### src/rtl/display_pkg.sv
// Shared letter codes, FSM state and slot entry layout for the seven-segment
// display sequencer.
package display_pkg;

  localparam logic [3:0] LTR_A     = 4'h0;
  localparam logic [3:0] LTR_B     = 4'h1;
  localparam logic [3:0] LTR_C     = 4'h2;
  localparam logic [3:0] LTR_D     = 4'h3;
  localparam logic [3:0] LTR_E     = 4'h4;
  localparam logic [3:0] LTR_F     = 4'h5;
  localparam logic [3:0] LTR_P     = 4'h6;
  localparam logic [3:0] LTR_BLANK = 4'hF;

  typedef enum logic {
    EMPTY,
    SHOW
  } state_t;

  typedef struct packed {
    logic [3:0] letter;
    logic [7:0] num;
  } entry_t;

endpackage

### src/rtl/display_sequencer_dwell_timer.sv
// Loadable down-counter that measures how long one entry stays on the display;
// it parks at zero until reloaded.
module dwell_timer #(
  parameter int unsigned W        = 2,
  parameter logic [W-1:0] LOAD_VAL = '1
) (
  input  logic clk,
  input  logic reset,
  input  logic load_i,
  input  logic en_i,
  output logic zero_o
);

  logic [W-1:0] cnt_q;

  // NOTE: sequential state uses non-blocking assignments so every flop samples
  // pre-edge values, independent of block ordering.
  always_ff @(posedge clk) begin
    if (reset) begin
      cnt_q <= '0;
    end else if (load_i) begin
      cnt_q <= LOAD_VAL;
    end else if (en_i && (cnt_q != '0)) begin
      cnt_q <= cnt_q - W'(1);
    end
  end

  assign zero_o = (cnt_q == '0);

endmodule

### src/rtl/display_sequencer.sv
// Buffers (value, letter) entries from the processor and rotates through them
// on the display decoder inputs, DWELL cycles per entry; blanks when empty.
module display_sequencer
  import display_pkg::*;
#(
  parameter int unsigned DEPTH = 4,
  parameter int unsigned DWELL = 50_000_000
) (
  input  logic                     clk,
  input  logic                     reset,
  input  logic                     wr_en,
  input  logic [7:0]               wr_num,
  input  logic [3:0]               wr_letter,
  input  logic                     clear,
  input  logic                     hold,
  output logic [7:0]               num,
  output logic [3:0]               letter,
  output logic                     valid,
  output logic [$clog2(DEPTH)-1:0] idx,
  output logic                     full,
  output logic                     overflow
);

  localparam int unsigned PW = $clog2(DEPTH);
  localparam int unsigned CW = PW + 1;
  localparam int unsigned DW = $clog2(DWELL);
  localparam logic [DW-1:0] RELOAD = DW'(DWELL - 1);

  state_t          state_q, state_d;
  logic [CW-1:0]   count_q, count_d;
  logic [PW-1:0]   ptr_q, ptr_d;
  logic            ovf_q, ovf_d;
  logic            valid_q, valid_d;
  entry_t          shown_q, shown_d;
  entry_t          slot_q [DEPTH];

  logic            full_w, write_ok, slot_we;
  logic            tmr_load, tmr_en, tmr_zero;

  assign full_w   = (count_q == CW'(DEPTH));
  assign write_ok = wr_en && !full_w;

  dwell_timer #(
    .W       (DW),
    .LOAD_VAL(RELOAD)
  ) u_dwell (
    .clk   (clk),
    .reset (reset),
    .load_i(tmr_load),
    .en_i  (tmr_en),
    .zero_o(tmr_zero)
  );

  // NOTE: every always_comb output gets a default first, so no path can
  // leave a value unassigned and infer a latch.
  always_comb begin
    state_d  = state_q;
    count_d  = count_q;
    ptr_d    = ptr_q;
    ovf_d    = ovf_q;
    slot_we  = 1'b0;
    tmr_load = 1'b0;
    tmr_en   = 1'b0;

    if (clear) begin
      state_d = EMPTY;
      count_d = '0;
      ptr_d   = '0;
      ovf_d   = 1'b0;
    end else begin
      if (wr_en && full_w) ovf_d = 1'b1;
      if (write_ok) begin
        slot_we = 1'b1;
        count_d = count_q + CW'(1);
      end
      case (state_q)
        EMPTY: begin
          if (write_ok) begin
            state_d  = SHOW;
            ptr_d    = '0;
            tmr_load = 1'b1;
          end
        end
        SHOW: begin
          // Wrap decision uses the pre-write count; a new entry waits a pass.
          if (!hold) begin
            if (tmr_zero) begin
              ptr_d    = ({1'b0, ptr_q} == count_q - CW'(1)) ? '0 : ptr_q + PW'(1);
              tmr_load = 1'b1;
            end else begin
              tmr_en = 1'b1;
            end
          end
        end
        default: ;
      endcase
    end

    valid_d = (state_d == SHOW);
    if (state_d == EMPTY) begin
      shown_d = '{letter: LTR_BLANK, num: 8'h00};
    end else if (state_q == EMPTY) begin
      shown_d = '{letter: wr_letter, num: wr_num};
    end else begin
      shown_d = slot_q[ptr_d];
    end
  end

  always_ff @(posedge clk) begin
    if (reset) begin
      state_q <= EMPTY;
      count_q <= '0;
      ptr_q   <= '0;
      ovf_q   <= 1'b0;
      valid_q <= 1'b0;
      shown_q <= '{letter: LTR_BLANK, num: 8'h00};
    end else begin
      state_q <= state_d;
      count_q <= count_d;
      ptr_q   <= ptr_d;
      ovf_q   <= ovf_d;
      valid_q <= valid_d;
      shown_q <= shown_d;
    end
  end

  // NOTE: slot storage is deliberately not reset; count gates every read, so
  // stale contents are never visible.
  always_ff @(posedge clk) begin
    if (slot_we) slot_q[count_q[PW-1:0]] <= '{letter: wr_letter, num: wr_num};
  end

  assign num      = shown_q.num;
  assign letter   = shown_q.letter;
  assign valid    = valid_q;
  assign idx      = ptr_q;
  assign full     = full_w;
  assign overflow = ovf_q;

endmodule

### config.mk
export PLATFORM = sky130hd
export DESIGN_NAME = display_sequencer
export DESIGN_NICKNAME = d
export VERILOG_FILES = /design/src/rtl/display_pkg.sv /design/src/rtl/display_sequencer_dwell_timer.sv /design/src/rtl/display_sequencer.sv
export SDC_FILE = /design/constraint.sdc
export NUM_CORES = 1
export LEC_CHECK = 0
export ABC_AREA = 1
export CAP_MARGIN = 20
export CORE_MARGIN = 2
export CORE_UTILIZATION = 61
export DETAILED_ROUTE_END_ITERATION = 16
export MAX_ROUTING_LAYER = met4
export PLACE_DENSITY = 0.83
export SLEW_MARGIN = 20
export SYNTH_ARGS = -nofsm -noshare
export SYNTH_HDL_FRONTEND = slang
export SYNTH_SLANG_ARGS = --single-unit
### constraint.sdc
create_clock -name clk -period 3.41 [get_ports clk]
set_clock_uncertainty 0.15 [all_clocks]
set_input_delay 0.682 -clock clk [delete_from_list [all_inputs] [get_ports clk]]
set_output_delay 0.682 -clock clk [all_outputs]
set_load 0.1 [all_outputs]
# Word-level counts from Yosys, hierarchy flattened

Memory sizes are Yosys's and may differ from the RTL's.
Index checks and enable logic that the tools add are counted.

Memories: 1
Bits in latches: 0
Memory bits (read-only): 0
Bits in writable memories: 48
Output and inout bits: 17
Register bits after elaboration: 45

Memory list:

| memory | depth | bits a word | rd ports | clocked after memory_dff | wr ports | RTL line                | source |
|---|---|---|---|---|---|---|---|
| slot_q | 4     | 12          | 1        | 0                        | 1        | display_sequencer.sv:35 | `entry_t slot_q [DEPTH];` |

$mul: 0
Shifts and indexed selects: 0
$add $sub $neg: 4
Reductions and logical operators: 10
Order comparisons: 0
Bitwise logic cells: 2
Divide/modulo/power cells: 0
Mux-type cells: 23
Equality and inequality tests: 2

Operator list:

| kind                    | count |
|---|---|
| $mux W26                | 2 |
| $logic_not A26 Y1       | 1 |
| $reduce_bool A26 Y1     | 1 |
| $sub A26 B1 Y26 const B | 1 |
| $mux W1                 | 13 |
| $mux W12                | 1 |
| $mux W2                 | 5 |
| $reduce_or A2 Y1        | 3 |
| $pmux W2 S2             | 1 |
| $add A3 B1 Y3 const B   | 1 |
| $eq A2 B3 Y1            | 1 |
| $eq A3 B3 Y1 const B    | 1 |
| $logic_and A1 B1 Y1     | 3 |
| $sub A3 B1 Y3 const B   | 1 |
| $add A2 B1 Y2 const B   | 1 |
| $not A1 Y1              | 2 |
| $pmux W1 S2             | 1 |
| $reduce_bool A2 Y1      | 1 |
| $logic_not A1 Y1        | 1 |

# Logic depth before layout (Yosys ltp)

An unclocked memory read counts as a cell.

Depth after elaboration: 9
Gate-level depth with buffers: 16
Depth with buffers taken out: 15

# Modules after synthesis

Synthesis repeated with hierarchy kept, for this count alone.

Cells, all modules: 618
Area, all modules: 4875.9 um2

By module, submodules not included:

| module            | times used | area an instance (um2) | cells each |
|---|---|---|---|
| display_sequencer | 1          | 2990.4                 | 317 |
| dwell_timer       | 1          | 1885.6                 | 301 |

# Least setup slack after synthesis

No wires, ideal clock.

Path kind: register to register
Start point: reg, netlist name valid
End point: reg u_dwell.cnt_q[20]
Path buffers: 1
Library setup time: 113 ps
Data arrival time: 2316 ps
Stages on the path, launching flop included: 11
Clock period less this slack: 2579 ps
Path slack: 831 ps
Cell sequence: dfxtp_1 buf_2 inv_1 nor3_1 nand2_2 nor2_4 nand2_1 nor2_1 a21oi_1 o21ai_1 inv_1

RTL lines:

| item                 | RTL line                            | source |
|---|---|---|
| end signal, assigned | display_sequencer_dwell_timer.sv:24 | `cnt_q <= cnt_q - W'(1);` |
| end, declared        | display_sequencer_dwell_timer.sv:14 | `logic [W-1:0] cnt_q;` |

# Final worst setup path

Start point: reg count_q[0]
End point: reg shown_q (netlist bit num[3])

Cells in the longest elaborated chain, start to end: 9
Elaborated cells between the ends (all ways): 18
Those cells by class: add/sub: 1; eq/ne: 2; mux: 10; bitwise: 1; reduce/logical: 3; memory: 1

Ends and longest elaborated chain:

| item                   | RTL line                 | source |
|---|---|---|
| start, declared        | display_sequencer.sv:30  | `logic [CW-1:0] count_q, count_d;` |
| start signal, assigned | display_sequencer.sv:119 | `count_q <= count_d;` |
| $sub A3 B1 Y3          | display_sequencer.sv:88  | `ptr_d = ({1'b0, ptr_q} == count_q - CW'(1)) ? '0 : ptr_q + PW'(1);` |
| $eq A2 B3 Y1           | display_sequencer.sv:88  |  |
| $mux W2                | display_sequencer.sv:88  |  |
| $mux W2                | display_sequencer.sv:87  | `if (tmr_zero) begin` |
| $mux W2                | display_sequencer.sv:86  | `if (!hold) begin` |
| $pmux W2 S2            | display_sequencer.sv:76  | `case (state_q)` |
| $mux W2                | display_sequencer.sv:65  | `if (clear) begin` |
| $mem_v2 Z4 W12         | -                        |  |
| $mux W12               | display_sequencer.sv:102 | `end else if (state_q == EMPTY) begin` |
| end signal, assigned   | display_sequencer.sv:116 | `shown_q <= '{letter: LTR_BLANK, num: 8'h00};` |
| end signal, assigned   | display_sequencer.sv:123 | `shown_q <= shown_d;` |
| end, declared          | display_sequencer.sv:34  | `entry_t shown_q, shown_d;` |

Several ways; a longest one is shown, not always the timed one.
A chain may end at the register's enable or synchronous reset.

==> results.toml <==
[sta]
hold_viol = 0
finalSetupTns_ps = 0
min_period_ps = 2910
rsz0062_at_grt = "no"
finalCritPeriodShare = 0.853
tightest_slew_ps = 458
maxSlewHeadroom = 0.694
finalSetupViolCount = 0
setup_ws_ps = 501
fmaxAchievable_ghz = 0.344
drv_slew = 0

[critical_path]
r2r_cells = 14
reg2reg_setup_slack_ps = 500
worst-path-max-fanout = 14
crit_arrival_ps = 3030
cp-startpoint = "count_q[0]"
critPathCaptureType = "flip-flop"
startpoint_type = "flip-flop"
worstReg2RegEnd = "num[3]"
r2r-start = "count_q[0]"
required_ps = 3530
critPathKind = "flip-flop to flip-flop"

[detailed_routing]
antenna_left = 0
firstDrtPassIters = 5
drc_errors = 0
vias_per_cell = 5.52
drt-total-wl_um = 10300
avgRoutedWirePerCell_um = 14.9
drt_iter0_drc = 280
vias = 3801

[logic_synthesis]
synth_cell_types = 36
ys_seq_area_frac = 0.514
synth_area_sq_um = 4550
yosysMostFrequentCell = "nand2_1"
synthCells = 549
ys_ff_latch = 93
syn_nets = 572
dominantRegCellSynth = "edfxtp_1"
async_flop_share = 0
yosysTopAreaCell = "edfxtp_1"
synth_area_per_cell_sq_um = 8.29
yosys-top-cells-count = "nand2_1 (101), inv_1 (91), nand3_1 (74)"
synth.area.top_cells = "edfxtp_1 (32%), dfxtp_1 (20%), nand2_1 (8.3%), nand3_1 (8.1%), inv_1 (7.5%)"
synth_edf_count = 48
yosysWarnings = 0
synth_top_area_frac = 0.317

[placement]
gp_congestion = 0.968
dp_hpwl_um = 7010
port_buffers = 33
dp_slack_ps = 316

[power_and_ir_drop]
leakagePower_nw = 2.24
power_density_nw_per_um2 = 443
ir_worst_vdd_mv = 0.231
totalPowerFinal_mw = 2.27

[floorplan]
core_sq_um = 7250
num_rows = 31
die_h_um = 90.4
ios = 34
dieArea_sq_um = 8170
die_w_um = 90.4
initial_core_util = 0.628

[finish]
drive_gt1_frac = 0.103
n_antenna_cell = 0
postLayoutCoreUtil = 0.706
fillers = 581
areaGrowthSynthToFinish_pct = 12.5
fin_nets = 608
multiInputGateArea_sq_um = 1750
ff_latch_area_sq_um = 2340

[clock_network]
cts_max_level = 3
postCtsHoldBufs = 0
clock_latency_ps = 380
cts_made_buffers = 9
cts_setup_buffers = 0
cts_resized = 0
tritoncts = "yes"
root_buffer = "clkbuf_8"
path_clk_slew_ps = 100
cts.sinks = 93
cts_buffer_depth = 2

[worst_hold_path]
hold_end = "overflow"
min_path_cells = 2
holdCritStartpoint = "overflow"
hp-class = "flip-flop to flip-flop"

[grt]
grt_pass1_wl_um = 17400
antenna_found_initial = 0
grt_overflow = 0
first_global_vias = 3626
grt_use_total = 0.278
grt_max_degree = 30

[flow_run]
max_cap_viol_count = 0

[run_status]
status = "finished, final reports clean"
flip-flops by register name, summed over array words and instances (netlist names):
register and flops:
count_q 3, idx 2, letter 4, num 8
overflow 1, slot_q 48, u_dwell.cnt_q 26, valid 1
worst max path at each step:
stage,to,slack (ps)
2_1_floorplan,u_dwell.cnt_q[20],830
3_3_place_gp,num[5],460
3_5_place_dp,num[3],320
4_1_cts,num[3],540
5_1_grt,num[5],320
6_report,num[3],500
metrics by stage:
stage	hold slack, ps	instance area, sq um	cells
floorplan	326	4550	549
global placement	289	4930	673
detailed placement	328	4930	673
CTS	342	5120	689
global route	371	5120	689
finish	329	5120	689
routing by layer:
metal  part of all wire  GRT usage  vias up
li1                   -          -     1836
met1               0.45      0.387     1795
met2               0.47      0.415      153
met3              0.071     0.0426       17
met4              0.015      0.109        0
met5                  0          -        -
area by class of cell:
class,instances,share of cell area
Clock inverter,6,0.0108
Tap cell,99,0.0242
Multi-Input combinational cell,345,0.343
Sequential cell,93,0.457
Clock buffer,10,0.0269
Inverter,94,0.0689
Timing Repair Buffer,42,0.0694
kinds of logic (layout without fill, tap and decap cells):
group                    count (synthesis)  in the layout  share of synthesized area
XOR/XNOR                                 8              8                     0.0154
flip-flops                              93             93                      0.514
adder cells (fa/ha/maj)                  6              6                     0.0165
AO/OA/AOI/OAI                           42             42                     0.0517
buffers and inverters                  111            152                      0.100
AND/OR/NAND/NOR                        289            289                      0.302
cells in the final DEF (no fill, tap or decap), drive strengths merged:
master           n
nand2          105
inv             95
nand3           76
nor2            73
edfxtp          48
dfxtp           45
buf             26
a21oi           21
clkdlybuf4s50   16
nand3b          14
o21ai           12
clkbuf          10
nor3             7
xor2             7
o211ai           6
ha               6
nand4            5
nor3b            4
or2              3
clkinv           3
nor4             2
clkinvlp         2
a31oi            1
xnor2            1
o21bai           1
o31ai            1
power breakdown:
group	switching [mW]	internal [mW]
combinational	0.209	0.0949
sequential	0.0248	1.21
clock	0.429	0.299
total	0.663	1.60
worst max-delay path, cell delays in order, from the launching register on:
cell      delay, ps
dfxtp_1         390
inv_1           130
ha_1            340
xor2_1          160
nand3_1         120
nand2_1         100
nand3_1          70
nor2_1          110
nor2_1           70
nand2_2         250
clkinv_1        450
nand3_1         250
nand3_1         110
nand2_1          80
inv_1            40
No activity file was read; power rests on OpenSTA's default activity.
